--- src/rtl/obj_nav_pkg.sv ---
// Shared types and defaults for the obstacle maneuver sequencer.
// Holds the state encoding, the turn direction type, the output bundle and its decoder.
package obj_nav_pkg;

    typedef enum logic [2:0] {
        S_IDLE    = 3'd0,
        S_CRUISE  = 3'd1,
        S_STOP    = 3'd2,
        S_REVERSE = 3'd3,
        S_TURN_L  = 3'd4,
        S_TURN_R  = 3'd5
    } state_t;

    typedef enum logic {
        DIR_LEFT  = 1'b0,
        DIR_RIGHT = 1'b1
    } dir_t;

    typedef struct packed {
        logic fwd;
        logic rev;
        logic left;
        logic right;
        logic busy;
    } drive_t;

    localparam int unsigned DEF_DEB_CYCLES  = 4;
    localparam int unsigned DEF_STOP_CYCLES = 8;
    localparam int unsigned DEF_REV_CYCLES  = 16;
    localparam int unsigned DEF_TURN_CYCLES = 24;
    localparam int unsigned DEF_CNT_W       = 8;

    // Motor/steer/busy pattern owned by each state.
    function automatic drive_t decode(state_t s);
        drive_t d;
        d = '0;
        case (s)
            S_CRUISE:  d.fwd = 1'b1;
            S_STOP:    d.busy = 1'b1;
            S_REVERSE: begin
                d.rev  = 1'b1;
                d.busy = 1'b1;
            end
            S_TURN_L:  begin
                d.fwd  = 1'b1;
                d.left = 1'b1;
                d.busy = 1'b1;
            end
            S_TURN_R:  begin
                d.fwd   = 1'b1;
                d.right = 1'b1;
                d.busy  = 1'b1;
            end
            default:   d = '0;
        endcase
        return d;
    endfunction

endpackage

--- src/rtl/obj_nav_ctrl_if.sv ---
// Command/status bundle between the supervisor and the maneuver sequencer.
// Inputs: enable and raw obstacle flags; outputs: motor/steer commands, busy, done pulse, state.
interface obj_nav_ctrl_if;

    logic       enable;
    logic       left_object;
    logic       right_object;
    logic       front_object;
    logic       motor_fwd;
    logic       motor_rev;
    logic       turn_left;
    logic       turn_right;
    logic       busy;
    logic       maneuver_done;
    logic [2:0] state_o;

    modport master (
        output enable, left_object, right_object, front_object,
        input  motor_fwd, motor_rev, turn_left, turn_right,
        input  busy, maneuver_done, state_o
    );

    modport slave (
        input  enable, left_object, right_object, front_object,
        output motor_fwd, motor_rev, turn_left, turn_right,
        output busy, maneuver_done, state_o
    );

endinterface

--- src/rtl/obj_debounce.sv ---
// Single-flag debouncer: output toggles after DEB_CYCLES consecutive differing samples.
// Ports: clk, reset (sync, active-low), din raw flag, dout filtered flag.
module obj_debounce #(
    parameter int unsigned DEB_CYCLES = 4,
    parameter int unsigned CNT_W      = 8
) (
    input  logic clk,
    input  logic reset,
    input  logic din,
    output logic dout
);

    localparam logic [CNT_W-1:0] LAST = CNT_W'(DEB_CYCLES - 1);

    logic [CNT_W-1:0] cnt_q, cnt_d;
    logic             dout_q, dout_d;

    // An agreeing sample leaves cnt_d at zero, restarting the run.
    always_comb begin
        cnt_d  = '0;
        dout_d = dout_q;
        if (din != dout_q) begin
            if (cnt_q == LAST) begin
                dout_d = ~dout_q;
            end else begin
                cnt_d = cnt_q + 1'b1;
            end
        end
    end

    always_ff @(posedge clk) begin
        if (!reset) begin
            cnt_q  <= '0;
            dout_q <= 1'b0;
        end else begin
            cnt_q  <= cnt_d;
            dout_q <= dout_d;
        end
    end

    assign dout = dout_q;

endmodule

--- src/rtl/obj_nav_ctrl.sv ---
// Timed Moore sequencer: cruise, stop, reverse, then turn away from debounced obstacles.
// Ports: clk, reset (sync, active-low), bus (slave modport of obj_nav_ctrl_if).
module obj_nav_ctrl
    import obj_nav_pkg::*;
#(
    parameter int unsigned DEB_CYCLES  = DEF_DEB_CYCLES,
    parameter int unsigned STOP_CYCLES = DEF_STOP_CYCLES,
    parameter int unsigned REV_CYCLES  = DEF_REV_CYCLES,
    parameter int unsigned TURN_CYCLES = DEF_TURN_CYCLES,
    parameter int unsigned CNT_W       = DEF_CNT_W
) (
    input logic            clk,
    input logic            reset,
    obj_nav_ctrl_if.slave  bus
);

    localparam logic [CNT_W-1:0] STOP_LAST = CNT_W'(STOP_CYCLES - 1);
    localparam logic [CNT_W-1:0] REV_LAST  = CNT_W'(REV_CYCLES - 1);
    localparam logic [CNT_W-1:0] TURN_LAST = CNT_W'(TURN_CYCLES - 1);

    logic f_left, f_right, f_front;

    obj_debounce #(.DEB_CYCLES(DEB_CYCLES), .CNT_W(CNT_W)) u_deb_l (
        .clk(clk), .reset(reset), .din(bus.left_object), .dout(f_left)
    );
    obj_debounce #(.DEB_CYCLES(DEB_CYCLES), .CNT_W(CNT_W)) u_deb_r (
        .clk(clk), .reset(reset), .din(bus.right_object), .dout(f_right)
    );
    obj_debounce #(.DEB_CYCLES(DEB_CYCLES), .CNT_W(CNT_W)) u_deb_f (
        .clk(clk), .reset(reset), .din(bus.front_object), .dout(f_front)
    );

    state_t           state_q, state_d;
    logic [CNT_W-1:0] timer_q, timer_d;
    dir_t             dir_q, dir_d;
    drive_t           drv_q;
    logic             done_q, done_d;

    always_comb begin
        state_d = state_q;
        dir_d   = dir_q;
        done_d  = 1'b0;
        if (!bus.enable) begin
            state_d = S_IDLE;
        end else begin
            case (state_q)
                S_IDLE:   state_d = S_CRUISE;
                S_CRUISE: begin
                    if (f_left || f_right || f_front) state_d = S_STOP;
                end
                S_STOP: begin
                    if (timer_q == STOP_LAST) begin
                        if (f_front || (f_left && f_right)) begin
                            state_d = S_REVERSE;
                            // Only a lone right obstacle favours a left escape.
                            dir_d = (f_right && !f_left) ? DIR_LEFT : DIR_RIGHT;
                        end else if (f_left) begin
                            state_d = S_TURN_R;
                        end else if (f_right) begin
                            state_d = S_TURN_L;
                        end else begin
                            state_d = S_CRUISE;
                        end
                    end
                end
                S_REVERSE: begin
                    if (timer_q == REV_LAST) begin
                        state_d = (dir_q == DIR_LEFT) ? S_TURN_L : S_TURN_R;
                    end
                end
                S_TURN_L, S_TURN_R: begin
                    if (timer_q == TURN_LAST) begin
                        if (f_front) begin
                            state_d = S_STOP;
                        end else begin
                            state_d = S_CRUISE;
                            done_d  = 1'b1;
                        end
                    end
                end
                default:  state_d = S_IDLE;
            endcase
        end
    end

    // Timer restarts on every state change and only runs in timed states.
    always_comb begin
        timer_d = '0;
        if (state_d == state_q && decode(state_q).busy) begin
            timer_d = timer_q + 1'b1;
        end
    end

    // Outputs are registered from the next state so they track state_q exactly.
    always_ff @(posedge clk) begin
        if (!reset) begin
            state_q <= S_IDLE;
            timer_q <= '0;
            dir_q   <= DIR_LEFT;
            drv_q   <= '0;
            done_q  <= 1'b0;
        end else begin
            state_q <= state_d;
            timer_q <= timer_d;
            dir_q   <= dir_d;
            drv_q   <= decode(state_d);
            done_q  <= done_d;
        end
    end

    assign bus.motor_fwd     = drv_q.fwd;
    assign bus.motor_rev     = drv_q.rev;
    assign bus.turn_left     = drv_q.left;
    assign bus.turn_right    = drv_q.right;
    assign bus.busy          = drv_q.busy;
    assign bus.maneuver_done = done_q;
    assign bus.state_o       = state_q;

endmodule

--- src/flat_wrapper.sv ---
// flat-port wrapper written by rule: the top's interface ports become plain ports
module obj_nav_ctrl_flat import obj_nav_pkg::*;
#(
    parameter int unsigned DEB_CYCLES  = DEF_DEB_CYCLES,
    parameter int unsigned STOP_CYCLES = DEF_STOP_CYCLES,
    parameter int unsigned REV_CYCLES  = DEF_REV_CYCLES,
    parameter int unsigned TURN_CYCLES = DEF_TURN_CYCLES,
    parameter int unsigned CNT_W       = DEF_CNT_W
)
  (clk, reset, bus_enable, bus_left_object, bus_right_object, bus_front_object, bus_motor_fwd, bus_motor_rev, bus_turn_left, bus_turn_right, bus_busy, bus_maneuver_done, bus_state_o);
  obj_nav_ctrl_if bus_i ();
  input logic clk;
  input logic reset;
  input wire logic [$bits(bus_i.enable)-1:0] bus_enable;
  input wire logic [$bits(bus_i.left_object)-1:0] bus_left_object;
  input wire logic [$bits(bus_i.right_object)-1:0] bus_right_object;
  input wire logic [$bits(bus_i.front_object)-1:0] bus_front_object;
  output wire logic [$bits(bus_i.motor_fwd)-1:0] bus_motor_fwd;
  output wire logic [$bits(bus_i.motor_rev)-1:0] bus_motor_rev;
  output wire logic [$bits(bus_i.turn_left)-1:0] bus_turn_left;
  output wire logic [$bits(bus_i.turn_right)-1:0] bus_turn_right;
  output wire logic [$bits(bus_i.busy)-1:0] bus_busy;
  output wire logic [$bits(bus_i.maneuver_done)-1:0] bus_maneuver_done;
  output wire logic [$bits(bus_i.state_o)-1:0] bus_state_o;
  assign bus_i.enable = bus_enable;
  assign bus_i.left_object = bus_left_object;
  assign bus_i.right_object = bus_right_object;
  assign bus_i.front_object = bus_front_object;
  assign bus_motor_fwd = bus_i.motor_fwd;
  assign bus_motor_rev = bus_i.motor_rev;
  assign bus_turn_left = bus_i.turn_left;
  assign bus_turn_right = bus_i.turn_right;
  assign bus_busy = bus_i.busy;
  assign bus_maneuver_done = bus_i.maneuver_done;
  assign bus_state_o = bus_i.state_o;
  obj_nav_ctrl #(.DEB_CYCLES(DEB_CYCLES), .STOP_CYCLES(STOP_CYCLES), .REV_CYCLES(REV_CYCLES), .TURN_CYCLES(TURN_CYCLES), .CNT_W(CNT_W)) u_core (.clk(clk), .reset(reset), .bus(bus_i));
endmodule
--- config.mk ---
export PLATFORM = sky130hd
export DESIGN_NAME = obj_nav_ctrl_flat
export DESIGN_NICKNAME = d
export VERILOG_FILES = /design/src/rtl/obj_nav_pkg.sv /design/src/rtl/obj_nav_ctrl_if.sv /design/src/rtl/obj_debounce.sv /design/src/rtl/obj_nav_ctrl.sv /design/src/flat_wrapper.sv
export SDC_FILE = /design/constraint.sdc
export NUM_CORES = 1
export LEC_CHECK = 0
export ABC_AREA = 1
export CAP_MARGIN = 20
export CORE_MARGIN = 2
export CORE_UTILIZATION = 47
export CTS_CLUSTER_SIZE = 8
export DETAILED_ROUTE_END_ITERATION = 12
export DONT_BUFFER_PORTS = 1
export GPL_TIMING_DRIVEN = 0
export HOLD_SLACK_MARGIN = 0.1
export PLACE_DENSITY = 0.73
export SLEW_MARGIN = 20
export SYNTH_ARGS = -nofsm -noshare
export SYNTH_HDL_FRONTEND = slang
export SYNTH_HIERARCHICAL = 1
export SYNTH_SLANG_ARGS = --single-unit
--- constraint.sdc ---
create_clock -name clk -period 1.9 [get_ports clk]
set_input_delay 0.285 -clock clk [delete_from_list [all_inputs] [get_ports clk]]
set_output_delay 0.285 -clock clk [all_outputs]
set_load 0.03 [all_outputs]
==> metrics.csv, run 1 <==
stage,metric,value,unit
critical_path,critPathArrivalTime,1.95,ns
floorplan,die_area,5820,sq um
sta,rsz0062_at_grt,no,
floorplan,initial_utilization,0.484,
sta,tns,0,ns
final_layout,antennaDiodeCount,0,
drt,dr.pass1.iters,4,
placed_design,placedCellCount,405,
sta,fmax,575,MHz
cts,clk_pin_slew_worst_paths,0.08,ns
final_layout,nNetsFinal,357,
final_layout,areaGrowthSynthToFinish,9.02,%
sta,worst_slew_pin_slew,0.335,ns
critical_path,crit_path_frequent_cell,nor2_1,
grt,grt_use_total,0.152,
critical_path,slowest_stage,dfxtp_2,
sta,fin_skew,0.00514,ns
sta,fin_crit_sh,0.916,
cts,numCtsBuffers,5,
cts,root_buffer,clkbuf_8,
final_layout,drive_above_1_share,0.256,
drt,wl_met1,2010,um
cts,clock_sinks,45,
drt,postRouteAntennaNets,0,
critical_path,worstPathRequired,2.11,ns
sta,slew_violations,0,
placed_design,place_area,2540,sq um
power_and_ir_drop,power.leakage,0.00105,uW
final_layout,layout_common_cells,"nand2_1 (65), inv_1 (48), dfxtp_1 (41), nor2_1 (36), nand3_1 (28)",
final_layout,final_area,2680,sq um
drt,dr_wl_met3,133,um
final_layout,instances_no_fill,414,
cts,cts_tree,yes,
critical_path,slowest_delay,0.36,ns
synth,syn_area_per_cell,7.33,sq um
sta,finalHoldViolations,0,
placed_design,io_buffers,0,
floorplan,row_count,26,
synth,synthCells,335,
grt,grt_pass1_vias,1761,
critical_path,crit_chain,ha_2 -> nand3_1 -> nor2_2 -> nor2_1 -> nor2_1 -> nand3_2 -> nand2_4 -> ha_1 -> inv_1 -> a21oi_1,
synth,synthesis.area,2450,sq um
drt,drt_iter0_drc,63,
drt,num_vias,1958,
critical_path,path_class,flop to flop,
cts,clkLatencyLatePin,0.30,ns
drt,wl_per_cell,10.1,um
drt,viasPerCell,4.73,
drt,wl_met2,1920,um
synth,synth_warnings,6,
cts,cts_setup_buffers,0,
floorplan,dieWidth,76.3,um
synth,syn_nets,349,
cts,cts_buffer_depth,2,
power_and_ir_drop,power.density,671,nW/um^2
grt,grt_pass1_wl,7270,um
grt,grt_max_degree,14,
synth,synth_seq_cells,45,
synth,ys_types,22,
final_layout,layout_commonest_cell,nand2_1,
sta,setup_violations,0,
job,maxCapViolations,0,
cts,h-tree-depth,2,
status,status,finished clean,
sta,max_slew_margin,0.776,
critical_path,path_max_fanout,5,
drt,route.top_layer_used,met4,
critical_path,start_kind,flop,
grt,antenna_found_initial,0,
worst_hold_path,min_path_type,primary input to flop,
floorplan,io_pins,15,
synth,seq_area_frac_synth,0.367,
drt,drc,0,
placed_design,dp_hpwl,3140,um
placed_design,routabilityCongestion,0.820,
floorplan,fp.coreArea,5070,sq um
critical_path,endpoint_kind,flop,
sta,period_needed,1.74,ns
power_and_ir_drop,vdd.ir_drop.worst,542,uV
floorplan,die_h,76.3,um
grt,overflow,0,
drt,routed_wl,4160,um
state kept, by name, indices dropped and copies added, names as in the netlist, 3 cells and up:
register	count
u_core/timer_q	8
u_core/u_deb_l/cnt_q	8
u_core/bus.state_o	3
u_core/u_deb_f/cnt_q	8
u_core/u_deb_r/cnt_q	8
path summary, 6_finish.rpt:
| check | end | depth (start not counted) | from | slack (ns) |
|---|---|---|---|---|
| setup / recovery | u_core/bus.motor_fwd$_SDFF_PN0_ | 10 | u_core/timer_q[0]$_SDFF_PN0_ | 0.16 |
| hold / removal | u_core/dir_q$_SDFFE_PN0P_ | 2 | reset | 0.13 |
| setup reg to reg | u_core/bus.motor_fwd$_SDFF_PN0_ | 10 | u_core/timer_q[0]$_SDFF_PN0_ | 0.16 |
| hold reg to reg | u_core/timer_q[0]$_SDFF_PN0_ | 1 | u_core/timer_q[0]$_SDFF_PN0_ | 0.43 |
synth_stat cells, drive strengths merged:
master   n  area share
buf      1      0.0082
nor2    65        0.14
xnor2    5       0.018
nand4    5       0.013
a21oi   20       0.061
nand3   32       0.073
dfxtp   45        0.37
o211ai   1      0.0031
or2      3      0.0076
ha       8       0.041
o21ai    4      0.0082
xor2     4       0.014
nand2   85        0.16
inv     54       0.083
nor3     3      0.0061
repair_timing:
| action | CTS | global route |
|---|---|---|
| hold buffers | 1 | 0 |
| resized for setup | 0 | 5 |
| endpoints found under the hold margin | 3 | 0 |
| endpoints found under the setup margin | 0 | 10 |
kinds of logic (layout without fill, tap and decap cells):
family / count (synthesis) / after routing / share of synthesized area
AOI/OAI and AO/OA: 25 / 25 / 0.0719
and+or+nand+nor: 193 / 193 / 0.398
adders and majority gates: 8 / 8 / 0.0408
DFF: 45 / 45 / 0.367
xor gates and xnor gates: 9 / 9 / 0.0321
buffers and inverters: 55 / 64 / 0.0907
worst max-delay path, delay by kind of cell, from the launching register on:
family	cells	cell delay (ns)
compound gates	1	0.20
fa+ha+maj	2	0.35
buf+inv	1	0.04
flops	1	0.36
simple gates	6	0.71
per-layer routing:
layer	global-route usage	vias up
met2	0.252	31
met5	0	-
met3	0.0367	10
met1	0.184	863
li1	-	1054
met4	0.0745	0
cell type report:
cell class	instances	area, sq um
flip-flops and latches	45	906
inverters	54	203
clock buffers	7	86.3
clock inverters	1	30.0
multi-input cells	235	1330
repair buffers	1	10.0
fillers	495	2400
well taps	70	87.6
plain buffers	1	20.0
power by group:
part	switching (uW)	internal [uW]	total [uW]
combinational	53.9	29.0	82.9
sequential	17.9	953	971
clock	314	429	743
total	386	1410	1800
stage by stage:
step                utilization  worst slack [ns]  power (uW)  hold WS [ns]
global placement          0.501             0.135        1070         0.411
finish                    0.527             0.159        1800         0.129
global route              0.527           0.00711        1870         0.125
floorplan                     -             0.285        1060         0.406
CTS                       0.526            0.0776        1830         0.117
detailed placement        0.501            0.0992        1070         0.412
No activity file was read; power rests on OpenSTA's default activity.
==> run 2: changes to the inputs <==
--- a/config.mk
+++ b/config.mk
@@ -14,8 +14,8 @@
 export DONT_BUFFER_PORTS = 1
 export GPL_TIMING_DRIVEN = 0
 export HOLD_SLACK_MARGIN = 0.1
+export MAX_ROUTING_LAYER = met4
 export PLACE_DENSITY = 0.73
-export SLEW_MARGIN = 20
 export SYNTH_ARGS = -nofsm -noshare
 export SYNTH_HDL_FRONTEND = slang
 export SYNTH_HIERARCHICAL = 1
==> run 2 against run 1 <==
  * Sequential power about the same
  * Sequential share of layout area unchanged
  * Die area unchanged
  * Largest cell class unchanged
==> metrics.csv, run 2 (same netlist as run 1, synthesis figures left out) <==
stage,metric,value,unit,change
drt,postRouteAntennaNets,0,,unchanged
drt,drc,0,,unchanged
floorplan,initial_utilization,0.484,,unchanged
placed_design,io_buffers,0,,unchanged
worst_hold_path,min_path_type,primary input to flop,,
job,maxCapViolations,0,,unchanged
placed_design,placedCellCount,405,,unchanged
drt,wl_per_cell,10.1,um,about the same
sta,hold_ws,0.129,ns,+0.000186 ns
cts,clkLatencyLatePin,0.30,ns,about the same
final_layout,areaGrowthSynthToFinish,9.02,%,unchanged
sta,setup_violations,0,,unchanged
cts,clk_pin_slew_worst_paths,0.08,ns,about the same
sta,fin_crit_sh,0.916,,about the same
sta,rsz0062_at_grt,no,,
grt,grt_use_total,0.156,,+0.00432
cts,clock_sinks,45,,unchanged
placed_design,routabilityCongestion,0.832,,+1.5%
drt,viasPerCell,4.73,,unchanged
final_layout,drive_above_1_share,0.256,,unchanged
final_layout,antennaDiodeCount,0,,unchanged
cts,cts_buffer_depth,2,,unchanged
sta,tns,0,ns,unchanged
sta,worst_slew_pin_slew,0.335,ns,unchanged
drt,dr.pass1.iters,4,,unchanged
sta,slew_violations,0,,unchanged
cts,numCtsBuffers,5,,unchanged
floorplan,die_h,76.3,um,unchanged
power_and_ir_drop,power.density,671,nW/um^2,about the same
final_layout,nNetsFinal,357,,unchanged
floorplan,io_pins,15,,unchanged
final_layout,instances_no_fill,414,,unchanged
cts,cts_tree,yes,,
critical_path,path_class,flop to flop,,
floorplan,dieWidth,76.3,um,unchanged
drt,drt_iter0_drc,63,,unchanged
grt,overflow,0,,unchanged
cts,root_buffer,clkbuf_8,,
placed_design,post-place-ws,0.0992,ns,unchanged
final_layout,layout_common_cells,"nand2_1 (65), inv_1 (48), dfxtp_1 (41), nor2_1 (36), nand3_1 (28)",,
worst_hold_path,worstHoldStart,reset,,
critical_path,endpoint_kind,flop,,
critical_path,worstPathRequired,2.11,ns,about the same
floorplan,row_count,26,,unchanged
grt,grt_pass1_wl,7270,um,unchanged
sta,fin_skew,0.00518,ns,+0.0000419 ns
sta,setup_slack,0.159,ns,+0.0000180 ns
final_layout,n_fill_cell,495,,unchanged
drt,routed_wl,4160,um,about the same
sta,finalHoldViolations,0,,unchanged
critical_path,start_kind,flop,,
final_layout,fin_util,0.527,,unchanged
sta,max_slew_margin,0.776,,unchanged
grt,grt_max_degree,14,,unchanged
cts,h-tree-depth,2,,unchanged
critical_path,crit_path_start,u_core/timer_q[0]$_SDFF_PN0_,,
grt,grt_pass1_vias,1761,,unchanged
floorplan,fp.coreArea,5070,sq um,unchanged
status,status,finished clean,,
sta,period_needed,1.74,ns,-0.0000180 ns
critical_path,r2r_start,u_core/timer_q[0]$_SDFF_PN0_,,
drt,num_vias,1958,,unchanged
power_and_ir_drop,vdd.ir_drop.worst,541,uV,about the same
final_layout,layout_commonest_cell,nand2_1,,
critical_path,path_max_fanout,5,,unchanged
grt,antenna_found_initial,0,,unchanged
floorplan,die_area,5820,sq um,unchanged
placed_design,dp_hpwl,3140,um,unchanged
power_and_ir_drop,power.leakage,0.00105,uW,unchanged
critical_path,critPathArrivalTime,1.95,ns,about the same
cts,cts_setup_buffers,0,,unchanged
sta,fmax,575,MHz,about the same
run 2: cell counts in the layout (fill, tap and decap cells not counted):
No cell type changed its count.
run 2: critical path, stage by stage, from the launching register on:
cell and delay [ns]:
dfxtp_2 0.36, ha_2 0.21, nand3_1 0.12, nor2_2 0.19, nor2_1 0.06, nor2_1 0.12, nand3_2 0.12, nand2_4 0.10
ha_1 0.14, inv_1 0.04, a21oi_1 0.20
run 2: metal layers:
| layer | vias up | GRT usage | wire (um) |
|---|---|---|---|
| met5 | - | - | 0 |
| met4 | 0 | 0.0745 | 104 |
| met3 | 10 | 0.0367 | 133 |
| met2 | 31 | 0.252 | 1920 |
| met1 | 863 | 0.184 | 2010 |
| li1 | 1054 | - | - |
run 2: report_power, final:
part           leakage, uW  total, uW  internal [uW]  switching, uW
combinational     0.000624       82.9           29.0           53.9
clock            0.0000585        742            429            314
sequential        0.000366        971            953           17.9
run 2: worst paths after layout:
| path | end | slack [ns] | cells after the start |
|---|---|---|---|
| worst max-delay path | u_core/bus.motor_fwd$_SDFF_PN0_ | 0.16 | 10 |
| worst min-delay path | u_core/dir_q$_SDFFE_PN0P_ | 0.13 | 2 |
| worst max register to register | u_core/bus.motor_fwd$_SDFF_PN0_ | 0.16 | 10 |
| worst min register to register | u_core/timer_q[0]$_SDFF_PN0_ | 0.43 | 1 |
run 2: timing repair:
item	in CTS	in global routing
endpoints found under the setup margin	0	10
gates resized for setup	0	5
endpoints found under the hold margin	3	0
hold buffers	1	0
run 2: area by class of cell:
type	instances	area [sq um]	area share
clock inverter	1	30.0	0.0112
clock buffer	7	86.3	0.0323
tap	70	87.6	0.0327
multi-input combinational	235	1330	0.498
sequential	45	906	0.338
timing repair buffer	1	10.0	0.00374
buffer	1	20.0	0.00748
inverter	54	203	0.0757
run 2: through the flow:
step / cell area [sq um] / total power, uW
final: 2680 / 1800
after global routing: 2680 / 1870
after CTS: 2670 / 1830
after detailed placement: 2540 / 1070
after global placement: 2540 / 1070
after floorplan: 2450 / 1060
==> run 3: changes to the inputs <==
--- a/config.mk
+++ b/config.mk
@@ -15,7 +15,7 @@
 export GPL_TIMING_DRIVEN = 0
 export HOLD_SLACK_MARGIN = 0.1
 export MAX_ROUTING_LAYER = met4
-export PLACE_DENSITY = 0.73
+export PLACE_DENSITY = 0.75
 export SYNTH_ARGS = -nofsm -noshare
 export SYNTH_HDL_FRONTEND = slang
 export SYNTH_HIERARCHICAL = 1
==> constraint.sdc (replaced) <==
create_clock -name clk -period 1.4 [get_ports clk]
set_input_delay 0.21 -clock clk [delete_from_list [all_inputs] [get_ports clk]]
set_output_delay 0.21 -clock clk [all_outputs]
set_load 0.03 [all_outputs]
==> run 3 against run 2 <==
  * The run now ends with setup timing left
  * Setup slack worse by 0.39 ns
  * Fmax is 6.5% higher
  * Final area is 8.8% higher
  * Global-route usage is 1.2 points higher
  * Via count is 5.0% higher
  * Final cell count is 3.4% higher
  * Sequential cell count stayed put
  * Total power is 27% higher
  * Die area stayed put
  * Non-clock buffer count is 14 higher
  * Clock skew is 0.00070 ns higher
  * Routed wire length is 10% higher
==> metrics.csv, run 3 (same netlist as run 1, synthesis figures left out) <==
stage,metric,value,unit,change
status,status,"complete, but fails checks",,
status,failed_checks,setup timing,,
final_layout,layout_common_cells,"nand2_1 (63), inv_1 (47), dfxtp_1 (35), nor2_1 (32), nand3_1 (24)",,
placed_design,placedCellCount,405,,unchanged
critical_path,crit_buf_inv,0,,-1
final_layout,final_area,2910,sq um,+8.8%
final_layout,fin_util,0.574,,+0.0466
sta,period_needed,1.63,ns,-0.106 ns
floorplan,fp.coreArea,5070,sq um,unchanged
grt,antenna_found_initial,0,,unchanged
drt,dr.pass1.iters,4,,unchanged
critical_path,worstPathRequired,1.59,ns,-0.52 ns
sta,slew_violations,0,,unchanged
power_and_ir_drop,total_power,2280,uW,+27%
floorplan,dieWidth,76.3,um,unchanged
critical_path,crit_path_start,u_core/timer_q[0]$_SDFF_PN0_,,
cts,root_buffer,clkbuf_8,,
floorplan,die_h,76.3,um,unchanged
drt,viasPerCell,4.80,,+1.5%
placed_design,routabilityCongestion,0.789,,-5.1%
critical_path,r2r_start,u_core/timer_q[0]$_SDFF_PN0_,,
critical_path,path_max_fanout,8,,+3
placed_design,io_buffers,0,,unchanged
critical_path,slowest_delay,0.36,ns,about the same
critical_path,ff2ff_path_depth,12,,+2
grt,overflow,0,,unchanged
final_layout,layout_commonest_cell,nand2_1,,
cts,numCtsBuffers,5,,unchanged
final_layout,n_fill_cell,464,,-6.3%
critical_path,endpoint_kind,flop,,
floorplan,io_pins,15,,unchanged
drt,routed_wl,4590,um,+10%
floorplan,die_area,5820,sq um,unchanged
power_and_ir_drop,p_sw_frac,0.241,,+0.0268
placed_design,post-place-ws,-0.273,ns,-0.373 ns
grt,met1_usage,0.192,,+0.00828
sta,max_slew_margin,0.794,,+0.0181
critical_path,path_delay_family,simple AND/OR/NAND/NOR gates,,
power_and_ir_drop,power.leakage,0.00115,uW,+9.8%
sta,finalHoldViolations,0,,unchanged
grt,grt_use_total,0.168,,+0.0117
grt,globalRouteMet2Util,0.275,,+0.0230
critical_path,endpoint,u_core/timer_q[2]$_SDFF_PN0_,,
critical_path,critPathArrivalTime,1.83,ns,-0.12 ns
power_and_ir_drop,pwr-share-clk,0.371,,-0.042
grt,grt_max_degree,15,,+1
critical_path,start_kind,flop,,
sta,setup_violations,14,,+14
sta,rsz0062_at_grt,yes,,
drt,wl_per_cell,10.7,um,+6.5%
final_layout,register_area,921,sq um,+1.7%
power_and_ir_drop,p_int,1730,uW,+23%
final_layout,antennaDiodeCount,0,,unchanged
final_layout,instances_no_fill,428,,+3.4%
cts,clkLatencyLatePin,0.30,ns,about the same
critical_path,reg2reg_slack,-0.23,ns,-0.39 ns
final_layout,multi_input_area,1460,sq um,+9.1%
drt,num_vias,2055,,+5.0%
cts,clk_pin_slew_worst_paths,0.09,ns,about the same
critical_path,slowest_stage,dfxtp_2,,
final_layout,areaGrowthSynthToFinish,18.7,%,
power_and_ir_drop,p_seq_frac,0.576,,+0.035
cts,clock_sinks,45,,unchanged
power_and_ir_drop,power.density,784,nW/um^2,+17%
power_and_ir_drop,combPwrFrac,0.053,,+0.007
sta,setup_slack,-0.234,ns,-0.394 ns
drt,drc,0,,unchanged
critical_path,cp_num_cells,12,,+2
placed_design,place_area,2560,sq um,+0.84%
worst_hold_path,min_path_type,primary input to flop,,
floorplan,row_count,26,,unchanged
grt,use_met3,0.0498,,+0.0130
grt,grt_pass1_wl,7780,um,+7.0%
critical_path,crit_path_frequent_cell,nand2_4,,
final_layout,nNetsFinal,371,,+3.9%
cts,h-tree-depth,2,,unchanged
drt,postRouteAntennaNets,0,,unchanged
floorplan,initial_utilization,0.484,,unchanged
grt,grt_pass1_vias,1873,,+6.4%
critical_path,path_class,flop to flop,,
sta,fmax,612,MHz,+6.5%
job,maxCapViolations,0,,unchanged
placed_design,dp_hpwl,3090,um,-1.7%
cts,cts_buffer_depth,2,,unchanged
sta,worst_slew_pin_slew,0.308,ns,-0.0271 ns
critical_path,crit-reg2reg-capture,u_core/timer_q[2]$_SDFF_PN0_,,
power_and_ir_drop,vdd.ir_drop.worst,525,uV,-3.0%
critical_path,crit_chain,ha_4 -> nand2_4 -> nor2_4 -> nand3_4 -> nand2_1 -> nand3_1 -> nand3_2 -> nand2_4 -> nand2_1 -> nand2_2 -> nand2_4 -> nor2_2,,
drt,drt_iter0_drc,49,,-22%
final_layout,drive_above_1_share,0.341,,+0.0850
grt,top_usage_layer,met2,,
power_and_ir_drop,p_switching,551,uW,+43%
sta,fin_crit_sh,1.17,,+0.251
cts,cts_tree,yes,,
sta,fin_skew,0.00589,ns,+0.000704 ns
==> run 3: cell count changes in the layout (fill, tap and decap cells not counted), moves of 3 or more <==
cell | before | now
dfxtp_2 | 4 | 7
nand2_4 | 5 | 8
buf_6 | 0 | 4
nor2_1 | 36 | 32
nand3_1 | 28 | 24
dfxtp_1 | 41 | 35
nor2_4 | 4 | 10
dfxtp_4 | 0 | 3
buf_4 | 0 | 10
==> run 3: worst min-delay path by stage <==
| stage | slack, ns | endpoint | depth (start not counted) | from |
|---|---|---|---|---|
| floorplan | 0.33 | u_core/u_deb_f/dout$_SDFFE_PN0P_ | 2 | reset |
| global placement | 0.34 | u_core/u_deb_f/dout$_SDFFE_PN0P_ | 2 | reset |
| detailed placement | 0.34 | u_core/u_deb_l/dout$_SDFFE_PN0P_ | 2 | reset |
| CTS | 0.15 | u_core/u_deb_l/dout$_SDFFE_PN0P_ | 4 | bus_left_object |
| global route | 0.17 | u_core/u_deb_f/dout$_SDFFE_PN0P_ | 4 | bus_front_object |
| finish | 0.16 | u_core/u_deb_l/dout$_SDFFE_PN0P_ | 4 | bus_left_object |
==> run 3: per-layer routing <==
layer  vias up  part of all wire
met5         -                 0
met4         0             0.034
met3        16             0.034
met2        33              0.49
met1       926              0.44
li1       1080                 -
==> run 3: metrics by stage <==
stage               TNS [ns]  hold WS [ns]
detailed placement     -2.59         0.339
finish                 -2.64         0.160
floorplan             -0.945         0.331
CTS                    -2.16         0.148
global route           -4.15         0.167
global placement       -2.43         0.337
==> run 3: area by class of cell <==
cell class              count  area share
plain buffers               1     0.00687
clock buffers               6      0.0284
clock inverters             2     0.00473
inverters                  54      0.0696
multi-input cells         235       0.500
flip-flops and latches     45       0.316
well taps                  70      0.0301
repair buffers             15      0.0447
==> run 3: power by group through the flow <==
stage               clock (uW)  sequential, uW  combinational (uW)
floorplan                    0            1340                93.2
global placement             0            1350                 105
detailed placement           0            1350                 107
CTS                        886            1310                 114
global route               945            1320                 137
finish                     847            1310                 121
==> run 3: timing repair <==
action,4_1_cts,5_1_grt
pin swaps,8,7
gates cloned,0,0
endpoints found under the setup margin,14,16
setup buffers,9,8
hold buffers,1,0
gates resized for setup,12,24
endpoints found under the hold margin,6,0
==> run 3: tightest hold or removal path: stages <==
cell and delay (ns):
inv_1 0.03, nand3_1 0.08, nand2_1 0.04, nor2_1 0.07
